$ cat src/rtl/mem_wb_stage.sv
// MEM/WB pipeline register with load extraction, write-back select,
// qualified register-file write enable and a retired-instruction counter.
module mem_wb_stage #(
    parameter int unsigned XLEN  = 32,
    parameter int unsigned CNT_W = 64
) (
    input  logic             i_clk,
    input  logic             i_reset,
    input  logic             i_valid,
    input  logic             i_stall,
    input  logic             i_flush,
    input  logic [XLEN-1:0]  i_ReadData,
    input  logic [XLEN-1:0]  i_Mux,
    input  logic [XLEN-1:0]  i_PCplus4,
    input  logic [4:0]       i_rd,
    input  logic             i_RegWrite,
    input  logic [1:0]       i_MemToReg,
    input  logic [2:0]       i_LoadType,
    input  logic [1:0]       i_ByteOffset,
    output logic [XLEN-1:0]  o_WriteData,
    output logic [4:0]       o_rd,
    output logic             o_RegWrite,
    output logic             o_valid,
    output logic [CNT_W-1:0] o_retired
);

    typedef enum logic [1:0] {
        WB_ALU  = 2'b00,
        WB_LOAD = 2'b01,
        WB_PC   = 2'b10,
        WB_ALT  = 2'b11
    } wb_sel_e;

    typedef enum logic [2:0] {
        LD_B   = 3'b000,
        LD_H   = 3'b001,
        LD_W   = 3'b010,
        LD_R3  = 3'b011,
        LD_BU  = 3'b100,
        LD_HU  = 3'b101,
        LD_R6  = 3'b110,
        LD_R7  = 3'b111
    } load_e;

    logic             valid_q;
    logic             regwrite_q;
    logic [4:0]       rd_q;
    wb_sel_e          memtoreg_q;
    load_e            loadtype_q;
    logic [1:0]       byteoff_q;
    logic [XLEN-1:0]  readdata_q;
    logic [XLEN-1:0]  mux_q;
    logic [XLEN-1:0]  pcplus4_q;
    logic [CNT_W-1:0] retired_q;

    logic             capture;
    logic [7:0]       load_byte;
    logic [15:0]      load_half;
    logic [XLEN-1:0]  load_value;

    assign capture = !i_flush && !i_stall;

    // Flush takes priority over stall: control is cleared, payload still loads.
    always_ff @(posedge i_clk or posedge i_reset) begin
        if (i_reset) begin
            valid_q    <= 1'b0;
            regwrite_q <= 1'b0;
            rd_q       <= '0;
            memtoreg_q <= WB_ALU;
            loadtype_q <= LD_B;
            byteoff_q  <= '0;
            readdata_q <= '0;
            mux_q      <= '0;
            pcplus4_q  <= '0;
            retired_q  <= '0;
        end else if (i_flush || !i_stall) begin
            valid_q    <= i_flush ? 1'b0 : i_valid;
            regwrite_q <= i_flush ? 1'b0 : i_RegWrite;
            rd_q       <= i_rd;
            memtoreg_q <= wb_sel_e'(i_MemToReg);
            loadtype_q <= load_e'(i_LoadType);
            byteoff_q  <= i_ByteOffset;
            readdata_q <= i_ReadData;
            mux_q      <= i_Mux;
            pcplus4_q  <= i_PCplus4;
            if (capture && i_valid) begin
                retired_q <= retired_q + CNT_W'(1);
            end
        end
    end

    assign load_byte = readdata_q[{byteoff_q, 3'b000} +: 8];
    assign load_half = readdata_q[{byteoff_q[1], 4'b0000} +: 16];

    always_comb begin
        load_value = readdata_q;
        case (loadtype_q)
            LD_B:    load_value = {{(XLEN-8){load_byte[7]}}, load_byte};
            LD_BU:   load_value = {{(XLEN-8){1'b0}}, load_byte};
            LD_H:    load_value = {{(XLEN-16){load_half[15]}}, load_half};
            LD_HU:   load_value = {{(XLEN-16){1'b0}}, load_half};
            default: load_value = readdata_q;
        endcase
    end

    always_comb begin
        o_WriteData = mux_q;
        case (memtoreg_q)
            WB_LOAD: o_WriteData = load_value;
            WB_PC:   o_WriteData = pcplus4_q;
            default: o_WriteData = mux_q;
        endcase
    end

    assign o_rd       = rd_q;
    assign o_valid    = valid_q;
    assign o_RegWrite = valid_q && regwrite_q && (rd_q != 5'd0);
    assign o_retired  = retired_q;

endmodule

$ cat config.mk
export PLATFORM = sky130hd
export DESIGN_NAME = mem_wb_stage
export DESIGN_NICKNAME = d
export VERILOG_FILES = /design/src/rtl/mem_wb_stage.sv
export SDC_FILE = /design/constraint.sdc
export NUM_CORES = 1
export LEC_CHECK = 0
export BUFFER_PORTS_ARGS = -buffer_cell sky130_fd_sc_hd__buf_2
export CORE_UTILIZATION = 43
export CTS_CLUSTER_DIAMETER = 100
export DETAILED_ROUTE_END_ITERATION = 8
export PLACE_DENSITY = 0.67
export SYNTH_ARGS = -nofsm -noshare
export SYNTH_HDL_FRONTEND = slang
export SYNTH_SLANG_ARGS = --single-unit
$ cat constraint.sdc
create_clock -name i_clk -period 10.1 [get_ports i_clk]
set_clock_uncertainty 0.2 [all_clocks]
set_input_delay 0.505 -clock i_clk [delete_from_list [all_inputs] [get_ports i_clk]]
set_output_delay 0.505 -clock i_clk [all_outputs]
set_load 0.02 [all_outputs]
After elaboration in Yosys (flattened, before gate mapping). Index checks and enable logic that the tools add are counted.

Output and inout bits: 103. Logic and storage cells: 32. Input bits: 114. Register bits: 174.

Shifts and indexed selects: 2. Equal/unequal tests: 5. Multiplexer cells: 4. Reductions and logical operators: 10. Add/subtract/negate cells: 1.

Operators by type and width (count): $pmux 32 s4 (1); $add 64x1->64 const B (1); $pmux 32 s2 (1); $shiftx 32x6->16 (1); $shiftx 32x6->8 (1); $eq 3x3->1 const B (2); $reduce_bool 5->1 (1); $logic_and 1x1->1 (4); $eq 3x1->1 const B (1); $logic_not 3->1 (1); $eq 2x1->1 const B (1); $eq 2x2->1 const B (1); $logic_not 1->1 (2); $mux 1 (2); $reduce_and 2->1 (1); $logic_or 1x1->1 (1).

Longest topological paths before layout. Gate-level depths: netlist of run 1.

Depth in word-level cells: 4. Depth in mapped cells: 8. Depth with buffers taken out: 6.

Worst setup path after synthesis of run 1. No wires, ideal clock.

Path kind: reg2out. Start point: reg memtoreg_q[1]. End point: out o_WriteData[17]. Cell stages (with the launch flop): 9. Data arrival time: 1.986 ns. Slack: 7.409 ns. Data required time: 9.395 ns. Path buffers: 3. Path through: dfrtp_1 > inv_1 > ha_1 > clkbuf_1 > and2_1 > clkbuf_1 > clkbuf_1 > a22oi_1 > a21oi_1.

Word-level cells in the longest chain between the ends: 2. Elaborated cells between the ends (all ways): 3. Classes of those cells: eq/ne (2); mux (1).

RTL lines: start, declared (RTL line 48) `wb_sel_e memtoreg_q;`; start signal, assigned (RTL line 80) `memtoreg_q <= wb_sel_e'(i_MemToReg);`; $eq 2x2->1 / $eq 2x1->1 (equally long branches) (RTL line 108) `case (memtoreg_q)`; $pmux 32 s2 (*) (RTL line 108); end, declared (RTL line 20) `output logic [XLEN-1:0] o_WriteData,`.

Every way passes the cells marked *; elsewhere a longest branch is shown, timed or not.

Worst setup path after layout of run 1.
Start point: reg byteoff_q[1]. End point: out o_WriteData[26].

Word-level cells in the longest chain between the ends: 3. Elaborated cells between the ends (all ways): 4. Classes of those cells: shift (2); mux (2).

RTL lines: start, declared (RTL line 50) `logic [1:0] byteoff_q;`; start signal, assigned (RTL line 82) `byteoff_q <= i_ByteOffset;`; $shiftx 32x6->16 / $shiftx 32x6->8 (equally long branches) (RTL line 93, 92); $pmux 32 s4 (*) (RTL line 97) `case (loadtype_q)`; $pmux 32 s2 (*) (RTL line 108).

Marked as above.

==> metrics, run 1 <==
Clock transition at path regs=around 0.07 ns; number of global-route vias before repair=slightly above 6000; Hold/Removal Path Class=input port to asynchronous set/reset pin; Die H=140 um; core area=0.0186 mm^2; drt initial violations=285; RSZ-0062 raised after global routing=false; Slew @ Worst Pin=0.962 ns; I/O pin count=217; initial antenna violation count=3; endpoints failing setup=0; CTS max path bufs=2; crit path capture type=primary output; post-synthesis cell type count=50; R2R cell count=5; Starting Density=43.8%; FF-to-FF End=o_retired[61]; maxcap violations=0; Synth Warn #=0; post-CTS setup repair buffer count=0; Final TNS setup=0 ns; Die Footprint=0.0195 mm^2; global-route wire length before repair=about 33000 um; die width=140 um; cts hold-fix bufs=0; synth top area cells=dfrtp_1 (53%), mux2_2 (14%), xnor2_1 (4.2%); DR DRC count=0; share of post-route cells with drive strength above 1=about 40%; post-route minimum period=3.82 ns; final hold violations=0; CTS tree=done; Routed wire per std cell=around 17 um; Finished Layout Cells=approximately 1200; nets@finish=~1000; Syn Nets=815; Final Util=53.6%; Pwr Density=166 mW/mm^2; CTS buffer count=17; gpl congestion=0.817; EDFF count, synth=0; Place WS=6.73 ns; area grow syn2layout=22.2%; most used flip-flop cell after synthesis=dfrtp_1; peak supply drop=about 0.12 mV; pin count of the biggest net entering global routing=105; sequential-to-total area share from yosys stat=approximately 53%; Syn Std Cell Area=0.00817 mm^2; Synth top area share=53.3%; ys async rst share=100%; via count=roughly 6100; Slew Limit Headroom=a little over a third; P_leak=4.71 nW; H-tree depth=4; Root Buffer=clkbuf_16; buffers added on ports=216; clk sinks=174; All-Layer GR Usage=a little over a fifth; crit path launch type=flop; Final WS setup=6.28 ns; status=finished, final reports clean; Clk Latency, worst-skew pair=~0.42 ns; # resized after CTS=0; Avg Cell Area, Syn=11.7 um^2; CP arrival=3.12 ns; Routed WL=between 15000 and 20000 um; Reg2Reg Setup Slack=7.51 ns; WP data required=9.40 ns; reg2reg start=o_retired[25]; Row Count=50; Worst Path Class, Setup=flop to primary output; maximum operating frequency=about 0.26 GHz; gr ovfl total=0; Placed Cells=1120; final HPWL from detailed placement=14200 um; post-synth top area cell=dfrtp_1; commonest non-fill, non-tap cells in the layout=buf_2 (216), dfrtp_1 (174), mux2_2 (105), nand2_1 (48), xnor2_1 (39); Slew Limit Fails=0; CP max FO=16; commonest non-fill, non-tap cell in the layout=buf_2; drt first pass iters=4; fin crit share=37.8%; Routed Antenna Nets=0; synthesis-stage register bit count=174; Vias/cell=5.30; Synth Instances=698
-- layer usage --
layer  up-vias  wire length [um]  track usage (%)  part of all wire, %
met1      3011              8550             27.3                   43
met4         2               292             5.96                  1.5
met3        23              1400             6.99                  7.0
met2       186              9720             35.1                   49
met5         -                12                0                0.060
li1       2898                 -                -                    -
-- power by group --
part | total, W | switching [W] | internal [W]
registers | 0.000784 | 0.0000415 | 0.000743
logic | 0.000280 | 0.000161 | 0.000118
clock network | 0.000592 | 0.000272 | 0.000320
-- Yosys cell counts (21+ instances only) --
master      n
nor2b_1    33
a22oi_1    23
xor2_1     23
clkbuf_1   24
dfrtp_1   174
mux2_2    105
nand4_1    22
a21oi_1    32
nand2_1    48
xnor2_1    39
inv_1      21
nor2_1     22
nand3_1    21
-- worst max-delay path: stages, from the launching register on --
cell,delay [ns]
dfrtp_1,0.73
mux4_2,0.59
or2_1,0.25
a31oi_2,0.78
a21oi_1,0.14
buf_2,0.20
-- registers in the layout (all words and copies together), names as in the netlist --
signal	count
loadtype_q	3
o_retired	64
readdata_q	32
o_valid	1
regwrite_q	1
byteoff_q	2
o_rd	5
pcplus4_q	32
memtoreg_q	2
mux_q	32
-- through the flow --
| step | hold slack, ns | cell area (um^2) | total power, W |
|---|---|---|---|
| finish | 0.0485 | 9980 | 0.00166 |
| CTS | 0.0744 | 9980 | 0.00167 |
| floorplan | 0.281 | 8170 | 0.000977 |
| detailed placement | 0.255 | 9460 | 0.00108 |
| global placement | 0.255 | 9460 | 0.00107 |
| global route | 0.0876 | 9980 | 0.00174 |
-- cell families (layout without fill, tap and decap cells) --
logic type | after synthesis | in the layout | share of synthesized area, %
AND/OR/NAND/NOR | 201 | 201 | 13.7
flip-flops | 174 | 174 | 53.3
multiplexers | 115 | 115 | 15.9
AO/OA/AOI/OAI | 89 | 89 | 7.29
XOR/XNOR | 63 | 63 | 6.85
buffers and inverters | 53 | 272 | 2.53
adder cells (fa/ha/maj) | 3 | 3 | 0.460
other | 0 | 3 | 0
-- final cells by class --
type	count	area [um^2]
multi-input combinational	471	3610
inverter	21	83.8
sequential	174	4350
clock inverter	9	65.1
antenna	3	7.51
clock buffer	22	454
tap	234	293
fill	1699	8660
timing repair buffer	220	1110
-- worst max-delay path by stage --
stage,startpoint,end,slack (ns),cells after the start
floorplan,i_reset,byteoff_q[0],4.68,1
global placement,byteoff_q[1],o_WriteData[29],6.79,5
detailed placement,byteoff_q[1],o_WriteData[29],6.73,5
CTS,byteoff_q[1],o_WriteData[29],6.27,5
global route,byteoff_q[1],o_WriteData[17],6.11,5
finish,byteoff_q[1],o_WriteData[26],6.28,5
(Power assumes the default switching activity.)
==> run 2: changes to the inputs <==
ABC_AREA = 1   (was not set)
PLACE_DENSITY = 0.69   (was 0.67)
clock period = 3.4 ns   (was 10.1 ns; I/O delays follow)
==> run 2 against run 1 <==
Cell count grew 44%; routed wire length rose by 37%; area after synthesis grew 12%; first-iteration DRC count grew 91%; power grew to 3.3 times the previous value; die area up 12%; largest cell class unchanged.
==> metrics, run 2 <==
crit path capture type=primary output; Synth top cells by count=nand2_1 (225), dfrtp_1 (174), inv_1 (110), a21oi_1 (104), nor2_1 (84); commonest non-fill, non-tap cells in the layout=nand2_1 (225), buf_2 (216), dfrtp_1 (174), dlygate4sd3_1 (118), inv_1 (109); Critical Path, Cell by Cell=buf_4 -> nor2_1 -> nand3_4 -> nand2_4 -> nand2_1 -> a21oi_1 -> buf_2; clk sinks=174 (unchanged); peak supply drop=0.312 mV (+150%); status=finished, final reports clean; Routed wire per std cell=16.5 um (-4.6%); WP data required=3.03 ns (-6.37 ns); routing usage on met1=32.9% (+5.5 points); Slew Limit Fails=0 (unchanged); Synth top area share=47.7% (-5.6 points); critical path's slowest cell=dfrtp_1; post-synth top area cell=dfrtp_1; nets@finish=1490 (+46%); drt initial violations=545 (+91%); Slew @ Worst Pin=1.03 ns (+0.0652 ns); number of global-route vias before repair=8555 (+38%); Syn Std Cell Area=0.00912 mm^2 (+12%); Layout fillers=1797 (+5.8%); pin count of the biggest net entering global routing=148 (+41%); post-synthesis cell type count=35 (-30%); CTS buffer count=17 (unchanged); fin crit share=86.6%; share of post-route cells with drive strength above 1=27.3% (-13 points); antenna cells=0 (-3); # resized after CTS=0 (unchanged); Reg area=0.00435 mm^2 (unchanged); CTS tree=done; core area=0.0205 mm^2 (+9.9%); Worst Path Class, Setup=flop to primary output; CTS max path bufs=2 (unchanged); synth top area cells=dfrtp_1 (48%), nand2_1 (9.3%), mux2_2 (8.5%); Routed WL=27300 um (+37%); Routed Antenna Nets=0 (unchanged); die width=148 um (+5.6%); Pwr Density=442 mW/mm^2 (+170%); final HPWL from detailed placement=19200 um (+36%); post-route minimum period=2.94 ns; sequential-to-total area share from yosys stat=47.7% (-5.6 points); Hold/Removal Path Class=input port to asynchronous set/reset pin; Die H=148 um (+5.6%); gr ovfl total=0 (unchanged); I/O pin count=217 (unchanged); most used flip-flop cell after synthesis=dfrtp_1; Die Footprint=0.0218 mm^2 (+12%); Final TNS setup=0 ns (unchanged); Avg Cell Area, Syn=8.70 um^2 (-26%); max reg flops=64 (unchanged); H-tree depth=4 (unchanged); Root Buffer=clkbuf_16; Syn Nets=1166 (+43%); Synth Warn #=0 (unchanged); count leader, synth=nand2_1; Slew Limit Headroom=31.5% (-4.4 points); footprint of the multi-input gates=0.00413 mm^2 (+14%); buffers added on ports=216 (unchanged); CP arrival=2.57 ns (-0.55 ns); area grow syn2layout=34.0%; layer with the highest usage=met2; initial antenna violation count=0 (-3); gpl congestion=0.912 (+12%); commonest non-fill, non-tap cell in the layout=nand2_1; Vias/cell=5.05 (-4.8%); All-Layer GR Usage=26.1% (+4.6 points); WP buf/inv=2 (+1); P_leak=5.98 nW (+27%); endpoints failing setup=0 (unchanged); RSZ-0062 raised after global routing=false; Starting Density=44.5% (+0.71 points); Max stage delay on crit path=0.50 ns (-0.28 ns); CP max FO=30 (+14); global-route track usage on met3=5.09% (-1.9 points); synthesis-stage register bit count=174 (unchanged); met2 usage=44.8% (+9.7 points); ys async rst share=100% (unchanged); DR DRC count=0 (unchanged); CP delay by family, top=simple AND/OR/NAND/NOR gates; Clock transition at path regs=0.07 ns (about the same); Finished Layout Cells=1656 (+44%); maxcap violations=0 (unchanged); Final Util=59.7% (+6.1 points); Reg2Reg Setup Slack=1.32 ns (-6.19 ns); global-route wire length before repair=44100 um (+36%); Synth Instances=1049 (+50%); drt first pass iters=5 (+1); Clk Latency, worst-skew pair=0.43 ns (about the same); EDFF count, synth=0 (unchanged); maximum operating frequency=between 0.3 and 0.4 GHz; via count=8357 (+37%); Row Count=52 (+4.0%); Placed Cells=1506 (+34%); crit path launch type=flop; final hold violations=0 (unchanged)
==> run 2: cell type report <==
type,count,area share [%]
Sequential cell,174,35.6
Multi-Input combinational cell,722,33.8
Timing Repair Buffer,342,19.3
Clock buffer,19,3.62
Inverter,116,3.59
Tap cell,270,2.76
Clock inverter,13,1.34
==> run 2: worst paths after layout <==
kind,from,end,cells past startpoint
max,loadtype_q[1],o_WriteData[25],7
min,i_reset,o_retired[2],3
max reg2reg,o_retired[0],o_retired[60],10
min reg2reg,o_retired[33],o_retired[33],1
max in group asynchronous,i_reset,readdata_q[20],4
min in group i_clk,i_LoadType[2],loadtype_q[2],4
==> run 2: what timing repair did <==
item | in CTS | in global routing
hold buffers | 118 | 0
setup endpoints to repair | 0 | 0
hold endpoints to repair | 186 | 0
buffers inserted | 0 | 0
==> run 2: per-stage QoR <==
| stage | hold WS, ns | setup WS [ns] | total power, W | cell area, um^2 |
|---|---|---|---|---|
| 2_1_floorplan | 0.0579 | 0.805 | 0.00295 | 9130 |
| 3_3_place_gp | 0.00139 | 0.976 | 0.00329 | 10400 |
| 3_5_place_dp | 0.00649 | 0.944 | 0.00331 | 10400 |
| 4_1_cts | 0.0948 | 0.487 | 0.00544 | 12200 |
| 5_1_grt | 0.107 | 0.338 | 0.00563 | 12200 |
| 6_report | 0.0953 | 0.456 | 0.00540 | 12200 |
==> run 2: worst register-to-register path: stages (launching register included) <==
cell,delay [ns]
dfrtp_1,0.50
ha_1,0.20
inv_1,0.06
nor2_2,0.11
nand3_1,0.18
nor2_4,0.25
nand3b_1,0.10
nor2_1,0.21
nand2_1,0.08
nand2_1,0.06
nand2_1,0.04
==> run 2: cells by family (layout without fill, tap and decap cells) <==
logic type                 after synthesis  in the layout  share of synthesized area [%]
AOI/OAI and AO/OA                      171            171                           9.74
muxes                                   69             69                           8.52
xor gates and xnor gates                44             44                           4.22
adders and majority gates                3              3                          0.411
and+or+nand+nor                        435            435                           22.3
DFF                                    174            174                           47.7
buffers and inverters                  153            490                           7.08
==> run 2: where the power goes <==
group | internal, W | switching [W]
sequential | 0.00220 | 0.000102
clock | 0.00118 | 0.000839
combinational | 0.000431 | 0.000644
==> run 2: metal layers <==
metal	vias to the layer above	share of wire, %
li1	4055	-
met1	3960	42
met2	308	49
met3	34	6.2
met4	0	2.2
met5	-	0
==> run 3: changes to the inputs <==
CORE_ASPECT_RATIO = 0.5   (was not set)
PLACE_DENSITY = 0.77   (was 0.69)
==> run 3 against run 2 <==
Critical path depth unchanged; critical endpoint is now o_WriteData[13]; global-route usage increased by 0.082 points; highest routed layer unchanged; first-iteration DRC count increased by 51%; cell count increased by 0.12%; critical path type unchanged; sequential power about the same; die area increased by 0.16%; sequential share of layout area decreased by 0.069 points; register-to-register slack got worse by 0.04 ns; power increased by 2.7%; routed wire length increased by 2.5%.
==> metrics, run 3 (same netlist as run 2, synthesis figures left out) <==
Clock transition at path regs=0.07 ns (about the same); commonest non-fill, non-tap cells in the layout=nand2_1 (225), buf_2 (216), dfrtp_1 (174), dlygate4sd3_1 (118), inv_1 (109); initial antenna violation count=0 (unchanged); pin count of the biggest net entering global routing=148 (unchanged); drt first pass iters=8 (+3); Routed wire per std cell=16.9 um (+2.4%); Hold/Removal Path Class=input port to asynchronous set/reset pin; Place WS=1.13 ns (+0.190 ns); post-route minimum period=2.88 ns (-0.0646 ns); Max stage delay on crit path=0.53 ns (+0.03 ns); share of post-route cells with drive strength above 1=26.9% (-0.34 points); Critical Path, Cell by Cell=inv_1 -> ha_1 -> inv_1 -> buf_4 -> nor2_1 -> a21oi_1 -> buf_2; Clk Latency, worst-skew pair=0.44 ns (about the same); P_leak=6.00 nW (+0.32%); Vias/cell=5.26 (+4.1%); clk sinks=174 (unchanged); Die H=105 um (-29%); endpoints failing setup=0 (unchanged); CP arrival=2.51 ns (-0.06 ns); CTS max path bufs=2 (unchanged); post-CTS setup repair buffer count=0 (unchanged); die width=208 um (+41%); crit path launch type=flop; All-Layer GR Usage=26.2% (+0.082 points); DR DRC count=0 (unchanged); Routed Antenna Nets=0 (unchanged); gr ovfl total=0 (unchanged); Pwr Density=453 mW/mm^2 (+2.5%); nets@finish=1490 (unchanged); final HPWL from detailed placement=18700 um (-2.7%); commonest non-fill, non-tap cell in the layout=nand2_1; Starting Density=44.1% (-0.43 points); CP max FO=18 (-40%); Final TNS setup=0 ns (unchanged); Root Buffer=clkbuf_16; final hold violations=0 (unchanged); CTS buffer count=17 (unchanged); Slew @ Worst Pin=0.968 ns (-0.0586 ns); Row Count=37 (-29%); antenna cells=0 (unchanged); gpl congestion=0.905 (-0.80%); area grow syn2layout=34.3%; Die Footprint=0.0218 mm^2 (+0.16%); critical path's slowest cell=inv_1; peak supply drop=0.323 mV (+3.6%); number of global-route vias before repair=8857 (+3.5%); core area=0.0207 mm^2 (+0.97%); cts hold-fix bufs=118 (unchanged); via count=8713 (+4.3%); # resized after CTS=0 (unchanged); Routed WL=28000 um (+2.5%); CTS tree=done; WP data required=3.03 ns (about the same); status=finished, final reports clean; crit path capture type=primary output; fin crit share=84.7% (-1.9 points); drt initial violations=822 (+51%); I/O pin count=217 (unchanged); Final WS setup=0.521 ns (+0.0646 ns); H-tree depth=4 (unchanged); critical path's most frequent cell=inv_1; Worst Path Class, Setup=flop to primary output; maxcap violations=0 (unchanged); Slew Limit Fails=0 (unchanged); global-route wire length before repair=44800 um (+1.6%); buffers added on ports=216 (unchanged); Slew Limit Headroom=35.4% (+3.9 points); RSZ-0062 raised after global routing=false; maximum operating frequency=0.347 GHz (+2.2%); max reg flops=64 (unchanged)
[run 3: per-layer routing]
layer	vias to the layer above	wire, um	track usage (%)
met4	0	1060	12.8
met5	-	0	0
li1	4054	-	-
met3	95	1660	5.68
met1	4155	11900	33.1
met2	409	13400	42.8
[run 3: layout make-up]
cell class | instances | area [um^2]
clock buffer | 26 | 499
clock inverter | 5 | 128
fill | 1687 | 8440
inverter | 116 | 439
multi-input combinational | 722 | 4130
sequential | 174 | 4350
tap | 273 | 342
timing repair buffer | 342 | 2360
[run 3: per-stage QoR]
| step | std cells | hold slack (ns) | cell area (um^2) | util, % | total power, W |
|---|---|---|---|---|---|
| final | 1658 | 0.220 | 12300 | 59.2 | 0.00555 |
| after global routing | 1658 | 0.254 | 12300 | 59.2 | 0.00577 |
| after CTS | 1658 | 0.222 | 12300 | 59.2 | 0.00553 |
| after detailed placement | 1509 | 0.138 | 10400 | 50.5 | 0.00329 |
| after global placement | 1509 | 0.129 | 10400 | 50.5 | 0.00326 |
| after floorplan | 1049 | 0.0579 | 9130 | - | 0.00295 |
[run 3: power breakdown]
group | switching [W] | internal (W) | total, W
logic | 0.000650 | 0.000433 | 0.00108
clock network | 0.000840 | 0.00131 | 0.00215
registers | 0.000111 | 0.00220 | 0.00232
[run 3: worst paths after layout]
check | slack [ns] | from | endpoint | depth (start not counted)
worst min-delay path | 0.22 | i_reset | o_retired[9] | 4
worst max register to register | 1.28 | o_retired[0] | o_retired[60] | 10
min in group i_clk | 0.28 | i_rd[4] | o_rd[4] | 4
worst min register to register | 0.30 | o_retired[36] | o_retired[36] | 1
worst max-delay path | 0.52 | memtoreg_q[0] | o_WriteData[13] | 7
max in group asynchronous | 2.24 | i_reset | pcplus4_q[8] | 4
[run 3: critical path: cells and delay by family, from the launching register on]
kind                       cells  cell delay [ns]
adders and majority gates      1             0.30
DFF                            1             0.35
and+or+nand+nor                1             0.08
buffers and inverters          4             1.13
AOI/OAI and AO/OA              1             0.20
